File: src/rtl/gate_tester.sv
// gate_tester: applies all four input vectors to a 2-input gate and compares its output
// against TRUTH_TABLE. Define GATE_TESTER_FAIL_MASK_EN to keep per-vector mismatch flags.
module gate_tester #(
    parameter logic [3:0]  TRUTH_TABLE = 4'b0111,
    parameter int unsigned SETTLE      = 2
) (
    input  logic       clk,
    input  logic       rst_n,
    input  logic       start,
    output logic       dut_a,
    output logic       dut_b,
    input  logic       dut_f,
    output logic       busy,
    output logic       done,
    output logic       pass,
    output logic [2:0] err_cnt,
    output logic [3:0] fail_mask
);

    typedef enum logic [1:0] {
        StIdle,
        StSettle,
        StSample,
        StDone
    } state_e;

    localparam logic [3:0] CntLast = 4'(SETTLE - 1);

    state_e     state_q, state_d;
    logic [1:0] vec_q, vec_d;
    logic [3:0] cnt_q, cnt_d;
    logic [1:0] drv_q, drv_d;
    logic       pass_q, pass_d;
    logic [2:0] err_q, err_d;
    logic       accept;
    logic       mismatch;

    assign accept   = (state_q == StIdle) && start;
    assign mismatch = (dut_f != TRUTH_TABLE[vec_q]);

    always_comb begin
        state_d = state_q;
        vec_d   = vec_q;
        cnt_d   = cnt_q;
        pass_d  = pass_q;
        err_d   = err_q;
        unique case (state_q)
            StIdle: begin
                if (start) begin
                    vec_d   = 2'd0;
                    cnt_d   = 4'd0;
                    err_d   = 3'd0;
                    pass_d  = 1'b0;
                    state_d = StSettle;
                end
            end
            StSettle: begin
                cnt_d = cnt_q + 4'd1;
                if (cnt_q == CntLast) begin
                    state_d = StSample;
                end
            end
            StSample: begin
                // Saturate defensively; four vectors can never exceed 4 anyway.
                if (mismatch && (err_q != 3'd7)) begin
                    err_d = err_q + 3'd1;
                end
                if (vec_q != 2'd3) begin
                    vec_d   = vec_q + 2'd1;
                    cnt_d   = 4'd0;
                    state_d = StSettle;
                end else begin
                    state_d = StDone;
                end
            end
            StDone: begin
                pass_d  = (err_q == 3'd0);
                state_d = StIdle;
            end
            default: begin
                state_d = StIdle;
            end
        endcase
    end

    // Gate inputs are registered from next-state so they track vec in the same cycle.
    always_comb begin
        drv_d = 2'b00;
        if ((state_d == StSettle) || (state_d == StSample)) begin
            drv_d = vec_d;
        end
    end

    always_ff @(posedge clk or negedge rst_n) begin
        if (!rst_n) begin
            state_q <= StIdle;
            vec_q   <= 2'd0;
            cnt_q   <= 4'd0;
            drv_q   <= 2'b00;
            pass_q  <= 1'b0;
            err_q   <= 3'd0;
        end else begin
            state_q <= state_d;
            vec_q   <= vec_d;
            cnt_q   <= cnt_d;
            drv_q   <= drv_d;
            pass_q  <= pass_d;
            err_q   <= err_d;
        end
    end

`ifdef GATE_TESTER_FAIL_MASK_EN
    logic [3:0] mask_q, mask_d;

    always_comb begin
        mask_d = mask_q;
        if (accept) begin
            mask_d = 4'b0000;
        end else if ((state_q == StSample) && mismatch) begin
            mask_d[vec_q] = 1'b1;
        end
    end

    always_ff @(posedge clk or negedge rst_n) begin
        if (!rst_n) begin
            mask_q <= 4'b0000;
        end else begin
            mask_q <= mask_d;
        end
    end

    assign fail_mask = mask_q;
`else
    logic unused_accept;

    assign unused_accept = accept;
    assign fail_mask     = 4'b0000;
`endif

    assign dut_a   = drv_q[1];
    assign dut_b   = drv_q[0];
    assign busy    = (state_q != StIdle);
    assign done    = (state_q == StDone);
    assign pass    = pass_q;
    assign err_cnt = err_q;

endmodule

File: config.mk
export PLATFORM = sky130hd
export DESIGN_NAME = gate_tester
export DESIGN_NICKNAME = d
export VERILOG_FILES = /design/src/rtl/gate_tester.sv
export SDC_FILE = /design/constraint.sdc
export NUM_CORES = 1
export LEC_CHECK = 0
export BUFFER_PORTS_ARGS = -buffer_cell sky130_fd_sc_hd__buf_2
export CORE_MARGIN = 8
export CORE_UTILIZATION = 60
export CTS_BUF_LIST = sky130_fd_sc_hd__clkbuf_2
export DETAILED_ROUTE_END_ITERATION = 8
export PLACE_DENSITY_LB_ADDON = 0.12
export SYNTH_ARGS = -nofsm -noshare
export SYNTH_HDL_FRONTEND = slang
export SYNTH_SLANG_ARGS = --single-unit
File: constraint.sdc
create_clock -name clk -period 2.6 [get_ports clk]
set_input_delay 0.13 -clock clk [delete_from_list [all_inputs] [get_ports clk]]
set_output_delay 0.13 -clock clk [all_outputs]
set_load 0.05 [all_outputs]
[Yosys cells after proc, flatten, opt, wreduce, memory -nomap -nowiden]
Cells that the tools add are included.
Storage, ports and cells
  flip-flop bits (word level): 14
  bits of input ports: 4
  word-level logic and storage cells: 51
Cells by class
  add/sub/neg operators: 3
  $lt $le $gt $ge: 1
  equal/unequal tests: 12
  multiplexer cells: 18
  reductions and logical operators: 11
Operators by type and width (count)
  two-way mux 2 bit: 6
  one-hot mux 4 bit (3 select lines): 1
  two-way mux 4 bit: 2
  != test 2 bit, second input constant: 4
  one-hot mux 2 bit (4 select lines): 1
  equality test 2 bit, second input constant: 3
  two-way mux 3 bit: 2
  one-hot mux 3 bit (2 select lines): 1
  AND reduction 3 bit: 2
  nonzero test 2 bit: 3
  adder 4 x 1 -> 4 bit, second input constant: 1
  equality test 2 x 1 -> 1 bit, second input constant: 2
  equality test 4 x 1 -> 1 bit, second input constant: 1
  one-hot mux 2 bit (2 select lines): 1
  adder 3 x 1 -> 3 bit, second input constant: 1
  zero test 3 bit: 1
  < comparator 2 x 3 -> 1 bit, second input constant: 1
  != test 3 bit, second input constant: 1
  nonzero test 3 bit: 1
  adder 2 x 1 -> 2 bit, second input constant: 1
  binary-select mux 1 bit (select 2 bit): 1
  zero test 2 bit: 1
  two-way mux 1 bit: 2
  one-hot mux 1 bit (2 select lines): 1
  other kinds (4): 4

[Longest topological paths before layout]
Gate-level depths: netlist of the first run.
  depth in word-level cells: 6
  depth in mapped cells: 5

[Worst setup path before layout of the first run]
Ideal clock, no wire load.
  path type: register to register
  start point: register err_q[1], in the netlist err_cnt[1]
  end point: register err_q[0], in the netlist err_cnt[0]
  data arrival time: 1.568 ns
  slack: 0.893 ns
  cell stages (with the launch flop): 6
  buffers on the path: 0
  clock period less this slack: 1.707 ns
  cell sequence: dfrtp_1 ha_1 ha_1 and4b_4 o211ai_1 o311ai_1
On the way
  word-level cells in the longest chain between the ends: 4
Ends and longest elaborated chain
  start, declared: RTL line 34  | logic [2:0] err_q, err_d;
  start signal, assigned: RTL line 108  | err_q <= err_d;
  != test 3 bit: RTL line 65  | if (mismatch && (err_q != 3'd7)) begin
  logical AND 1 bit: RTL line 65
  != test 2 bit (no line)
  AND reduction 3 bit (no line)
No other way between the ends.
A chain may end at the register's enable or synchronous reset.

[Final worst setup path of the first run]
  start point: register state_q[1]
  end point: output port done
On the way
  word-level cells in the longest chain between the ends: 1
Ends and longest elaborated chain
  start, declared: RTL line 29  | state_e state_q, state_d;
  start signal, assigned: RTL line 96  | state_q <= StIdle;
  start signal, assigned: RTL line 103  | state_q <= state_d;
  equality test 2 bit: RTL line 143  | assign done = (state_q == StDone);
  end, declared: RTL line 14  | output logic done,
No other way between the ends.

==> results.txt, run 1 <==
Status -> completed
Final Hold Vio Count -> 0
Fin nets -> 105
Largest net degree at the start of global routing -> 17
Leading area contributor after synthesis -> dfrtp_1
MaxCap Viol Count -> 0
Reg clk slew, reported paths -> 0.13 ns
Max clock buf depth -> 2
Area after DPL -> 880 um^2
GRT overflow -> 0
Post-synth top cells -> dfrtp_1 (14), nand2_1 (10), inv_1 (7)
Netlist cell types -> 31
Power density over the cells -> 1190 nW/um^2
Crit path buf inv count -> 2
Worst R2R Start -> err_cnt[0]$_DFFE_PN0P_
Max VDD drop -> 793 uV
Initial DRC Count -> 14
Worst Hold Depth -> 4
CP startpoint kind -> register
Critical Path Fanout Max -> 16
DR vias/cell -> 5.88
Final worst path period share -> 60.2%
Unrepaired setup endpoints after global routing -> false
Grt met2 use -> 24.3%
Setup TNS -> 0 ns
# rows -> 13
Post-CTS sizing -> 0
Layout area overhead -> 5.70%
Final Slew Violations -> 0
Worst hold slack -> 0.245 ns
Async S/R FF share, synth -> 100%
I/O Buffers -> 11
Crit path required time -> 2.47 ns
Root buf cell -> clkbuf_2
Crit path max-delay family -> flip-flops
Reg2Reg Depth -> 5
Final Non-Filler Cells -> 109
CP cell instances -> nand2_1 -> inv_1 -> buf_2
Overall routing resource usage -> 14.1%
Io pins -> 16
R2r setup slk -> 1.03 ns
DR vias -> 641
Critical path capture point type -> output port
Global-route wire length before repair -> 3080 um
Post-Syn Instances -> 84
Initial core utilization -> 65.0%
Number of synthesis warnings -> 0
CTS HTree Levels -> 1
Initial antenna violation count -> 0
Syn avg cell area -> 10.2 um^2
Post-synth EDFFs -> 0
Post-cts hold buffer count -> 1
Die Y -> 53.8 um
Antenna Diode Count -> 0
CTS Buf Count -> 3
Hold path endpoint -> pass$_DFFE_PN0P_
Gp weighted congestion -> 0.743
Lkg Pwr -> 0.000448 uW
Postcts setup bufs -> 0
Routed Antenna Nets -> 0
Clock Sinks -> 14
Fillers -> 123
Die area -> 2890 um^2
Signal arrival time at the worst endpoint -> 1.44 ns
Slowest-stage cell, CP -> dfrtp_1
Top post-synthesis cells by area -> dfrtp_1 (41%), ha_1 (7.3%), buf_4 (5.3%)
WL per Instance -> 15.6 um
Met3 Use GR -> 3.03%
Total Routed Length -> 1700 um
Number of synthesized register bits -> 14
Endpoints failing setup -> 0
Count leader, synth -> dfrtp_1
Hold_sp -> start
Seq/Total Area, Yosys -> 40.9%
Peak Freq -> 639 MHz
Vias in the first global route -> 667
Pre-antenna DRT Iters -> 4
Fin area -> 905 um^2
Clock Latency Late Sink -> 0.28 ns
Core area -> 1320 um^2
Worst reg2reg path endpoint -> err_cnt[1]$_DFFE_PN0P_
Layout cells sized above 1 -> 21.3%
Critical Path Max Stage Delay -> 0.66 ns
Worst Hold Class -> input pin to register
Min Tclk post-route -> 1.57 ns
DRC -> 0
Skew final -> 0.0141 ns
Chip width -> 53.8 um
Met1 GRT Util -> 15.3%
Yosys top cell area share -> 40.9%
CTS tree -> built
Kind of critical path -> register to output port
Detailed Place HPWL -> 1310 um
Busiest grt layer -> met2
Most used flip-flop cell after synthesis -> dfrtp_1
Synth Cell Area -> 856 um^2
Placed cell count -> 105
## worst reg2reg max path, delay by kind of cell (launching register included)
family,cells,cell delay (ns)
flops,1,0.44
simple gates,1,0.38
fa+ha+maj,2,0.44
compound gates,2,0.21
## layout by cell type (no fill, tap or decap), types with 2 or more instances in the layout
cell type / n
conb_1: 4
inv_1: 7
clkbuf_2: 3
xnor2_1: 3
o211ai_1: 3
nand2_1: 10
o311ai_1: 3
ha_1: 5
buf_2: 11
a21oi_1: 2
a22o_1: 5
nand2b_1: 2
o21ai_0: 5
dfrtp_1: 14
## per-layer routing
metal / up-vias / wire length, um
met3: 4 / 86
met1: 313 / 685
met4: 0 / 26
met5: - / 0
li1: 307 / -
met2: 17 / 905
## worst max-delay path by stage
stage	from	endpoint	slack (ns)	depth (start not counted)
finish	state_q[1]$_DFF_PN0_	done	1.03	3
detailed placement	err_cnt[1]$_DFFE_PN0P_	err_cnt[2]$_DFFE_PN0P_	1.07	5
global route	state_q[1]$_DFF_PN0_	done	0.94	3
CTS	err_cnt[0]$_DFFE_PN0P_	err_cnt[2]$_DFFE_PN0P_	1.03	5
global placement	err_cnt[0]$_DFFE_PN0P_	err_cnt[0]$_DFFE_PN0P_	1.11	5
floorplan	err_cnt[1]$_DFFE_PN0P_	err_cnt[0]$_DFFE_PN0P_	0.89	5
## cells by family after synthesis
| kind of cell | count (synthesis) | synth area share [%] |
|---|---|---|
| AO/OA/AOI/OAI | 22 | 20.3 |
| AND/OR/NAND/NOR | 22 | 15.4 |
| buffers and inverters | 15 | 10.2 |
| flip-flops | 14 | 40.9 |
| adder cells (fa/ha/maj) | 5 | 7.31 |
| XOR/XNOR | 4 | 4.09 |
| other | 1 | 0.438 |
| multiplexers | 1 | 1.32 |
## stage by stage
step                power [uW]  util (%)  worst slack (ns)
floorplan                  897         -             0.893
detailed placement         982      66.8              1.07
global placement           963      66.8              1.11
global route              1150      68.7             0.939
finish                    1080      68.7              1.03
CTS                       1080      68.7              1.03
## power breakdown
part | switching, uW | internal [uW]
Combinational | 332 | 204
Sequential | 147 | 296
Clock | 65.6 | 31.5
Total | 544 | 531
## layout make-up
cell class	count	area, um^2	area share [%]
clock buffer	3	15.0	1.66
inverter	7	26.3	2.90
multi-input combinational	58	429	47.4
sequential	14	350	38.7
tap	15	18.8	2.07
timing repair buffer	12	65.1	7.19
## state kept, by name, indices dropped and copies added, names as in the netlist
signal,count
cnt_q,4
err_cnt,3
drv_q,2
state_q,2
vec_q,2
pass,1
Note: power is estimated with default switching activity, not from simulation.
==> inputs of run 2 (changes only) <==
--- a/config.mk
+++ b/config.mk
@@ -7,7 +7,7 @@
 export LEC_CHECK = 0
 export BUFFER_PORTS_ARGS = -buffer_cell sky130_fd_sc_hd__buf_2
 export CORE_MARGIN = 8
-export CORE_UTILIZATION = 60
+export CORE_UTILIZATION = 51
 export CTS_BUF_LIST = sky130_fd_sc_hd__clkbuf_2
 export DETAILED_ROUTE_END_ITERATION = 8
 export PLACE_DENSITY_LB_ADDON = 0.12
==> constraint.sdc (replaced) <==
create_clock -name clk -period 1.37 [get_ports clk]
set_input_delay 0.0685 -clock clk [delete_from_list [all_inputs] [get_ports clk]]
set_output_delay 0.0685 -clock clk [all_outputs]
set_load 0.05 [all_outputs]
==> run 2 against run 1 <==
Effect of this change: the run now ends with negative setup slack left; power is 100% higher; clock skew is 0.014 ns lower; flip-flop and latch count stayed put; core utilization is 8.5 points lower; via count is 0.94% lower; sequential power is 79% higher.
==> results.txt, run 2 (synthesized netlist as in run 1, its figures left out) <==
Reg2Reg Depth -> 5
Sw Share -> 47.9%
Layout cells sized above 1 -> 32.7%
Final Slew Violations -> 0
Violated checks -> negative setup slack
DRC -> 0
Final worst path period share -> 102%
Die Y -> 57.0 um
Reg clk slew, reported paths -> 0.13 ns
GRT overflow -> 0
Initial antenna violation count -> 0
Global-route wire length before repair -> 2770 um
Biggest register -> cnt_q
Worst hold slack -> 0.129 ns
DR vias/cell -> 5.38
CTS tree -> built
NetSw -> 1040 uW
Peak Freq -> 713 MHz
Antenna Diode Count -> 0
Power density over the cells -> 2190 nW/um^2
Initial core utilization -> 51.8%
Skew final -> 0.000479 ns
Clock Latency Late Sink -> 0.27 ns
Largest net degree at the start of global routing -> 15
Kind of critical path -> register to register
DR vias -> 635
Sequential share of power -> 36.5%
# rows -> 15
Internal power -> 1130 uW
MaxCap Viol Count -> 0
Unrepaired setup endpoints after global routing -> true
Lkg Pwr -> 0.000470 uW
Die area -> 3250 um^2
Routed Antenna Nets -> 0
Min Tclk post-route -> 1.40 ns
Status -> finished with violations
Gp weighted congestion -> 0.764
Max reg flops -> 4
CTS HTree Levels -> 1
WL per Instance -> 13.4 um
Clock Sinks -> 14
Total Routed Length -> 1590 um
Endpoints failing setup -> 3
CP startpoint kind -> register
Signal arrival time at the worst endpoint -> 1.58 ns
Setup Slack @ Placement -> -0.00594 ns
Initial DRC Count -> 7
Root buf cell -> clkbuf_2
Core area -> 1650 um^2
Max VDD drop -> 1130 uV
I/O Buffers -> 11
Worst Slack Setup Final -> -0.0323 ns
Pre-antenna DRT Iters -> 4
Combinational Power Share -> 54.6%
Max clock buf depth -> 2
Detailed Place HPWL -> 1200 um
Io pins -> 16
Worst Hold Class -> input pin to register
Clock share of power -> 8.9%
Most frequent cells in the layout -> nand2_1 (10), buf_2 (10), dfrtp_1 (9), inv_1 (7), buf_4 (6)
Critical path capture point type -> register
Fin nets -> 111
Layout area overhead -> 16.1%
CTS Buf Count -> 3
Overall routing resource usage -> 10.5%
Critical Path Fanout Max -> 6
Final Hold Vio Count -> 0
Crit path required time -> 1.55 ns
Vias in the first global route -> 652
Chip width -> 57.0 um
Worst Hold Depth -> 4
run 2: cell types whose count changed in the layout (fill, tap and decap cells not counted), sizes merged:
cell    change
buf         +6
clkinv      +1
run 2: path summary, 6_finish.rpt:
| check | start | end | slack, ns |
|---|---|---|---|
| setup reg to reg | err_cnt[1]$_DFFE_PN0P_ | err_cnt[0]$_DFFE_PN0P_ | -0.03 |
| setup / recovery | err_cnt[1]$_DFFE_PN0P_ | err_cnt[0]$_DFFE_PN0P_ | -0.03 |
| min in group asynchronous | rst_n | drv_q[0]$_DFF_PN0_ | 0.20 |
| hold reg to reg | cnt_q[1]$_DFFE_PN0P_ | cnt_q[1]$_DFFE_PN0P_ | 0.57 |
| max in group asynchronous | rst_n | state_q[1]$_DFF_PN0_ | 0.90 |
| hold / removal | start | vec_q[1]$_DFF_PN0_ | 0.13 |
run 2: area by class of cell:
| type | instances | area [um^2] |
|---|---|---|
| Clock buffer | 3 | 15.0 |
| Clock inverter | 1 | 3.75 |
| Fill cell | 148 | 658 |
| Inverter | 7 | 26.3 |
| Multi-Input combinational cell | 58 | 454 |
| Sequential cell | 14 | 357 |
| Tap cell | 17 | 21.3 |
| Timing Repair Buffer | 18 | 116 |
run 2: through the flow:
step | util (%) | power (uW) | cells | area, um^2 | TNS [ns]
4_1_cts | 58.9 | 2140 | 116 | 973 | -0.0869
5_1_grt | 60.2 | 2350 | 118 | 993 | -0.240
3_3_place_gp | 57.0 | 1910 | 111 | 941 | 0
3_5_place_dp | 57.0 | 1920 | 111 | 941 | -0.00744
6_report | 60.2 | 2180 | 118 | 993 | -0.0815
2_1_floorplan | - | 1720 | 87 | 896 | -0.370
run 2: metal layers:
metal | track usage (%) | share of wire (%) | vias up
li1 | - | - | 315
met1 | 12.1 | 45 | 304
met2 | 17.1 | 48 | 12
met3 | 4.66 | 5.0 | 4
met4 | 3.02 | 1.6 | 0
met5 | 0 | 0 | -
run 2: what timing repair did:
action	in CTS	in global routing
endpoints found under the hold margin	14	0
endpoints found under the setup margin	5	4
gates cloned	0	0
buffers inserted	0	2
hold buffers	1	0
resized for setup	2	2
pin swaps	0	0
run 2: worst max-delay path: stages (launching register included):
cell and delay (ns):
dfrtp_2 0.45, ha_4 0.17, ha_4 0.16, and4b_4 0.36, o211ai_1 0.09, o311ai_1 0.08
run 2: power by group through the flow:
stage	clock network, uW	registers [uW]	logic [uW]
4_1_cts	204	802	1130
2_1_floorplan	0	872	844
3_3_place_gp	0	802	1110
3_5_place_dp	0	807	1110
5_1_grt	223	819	1310
6_report	194	794	1190
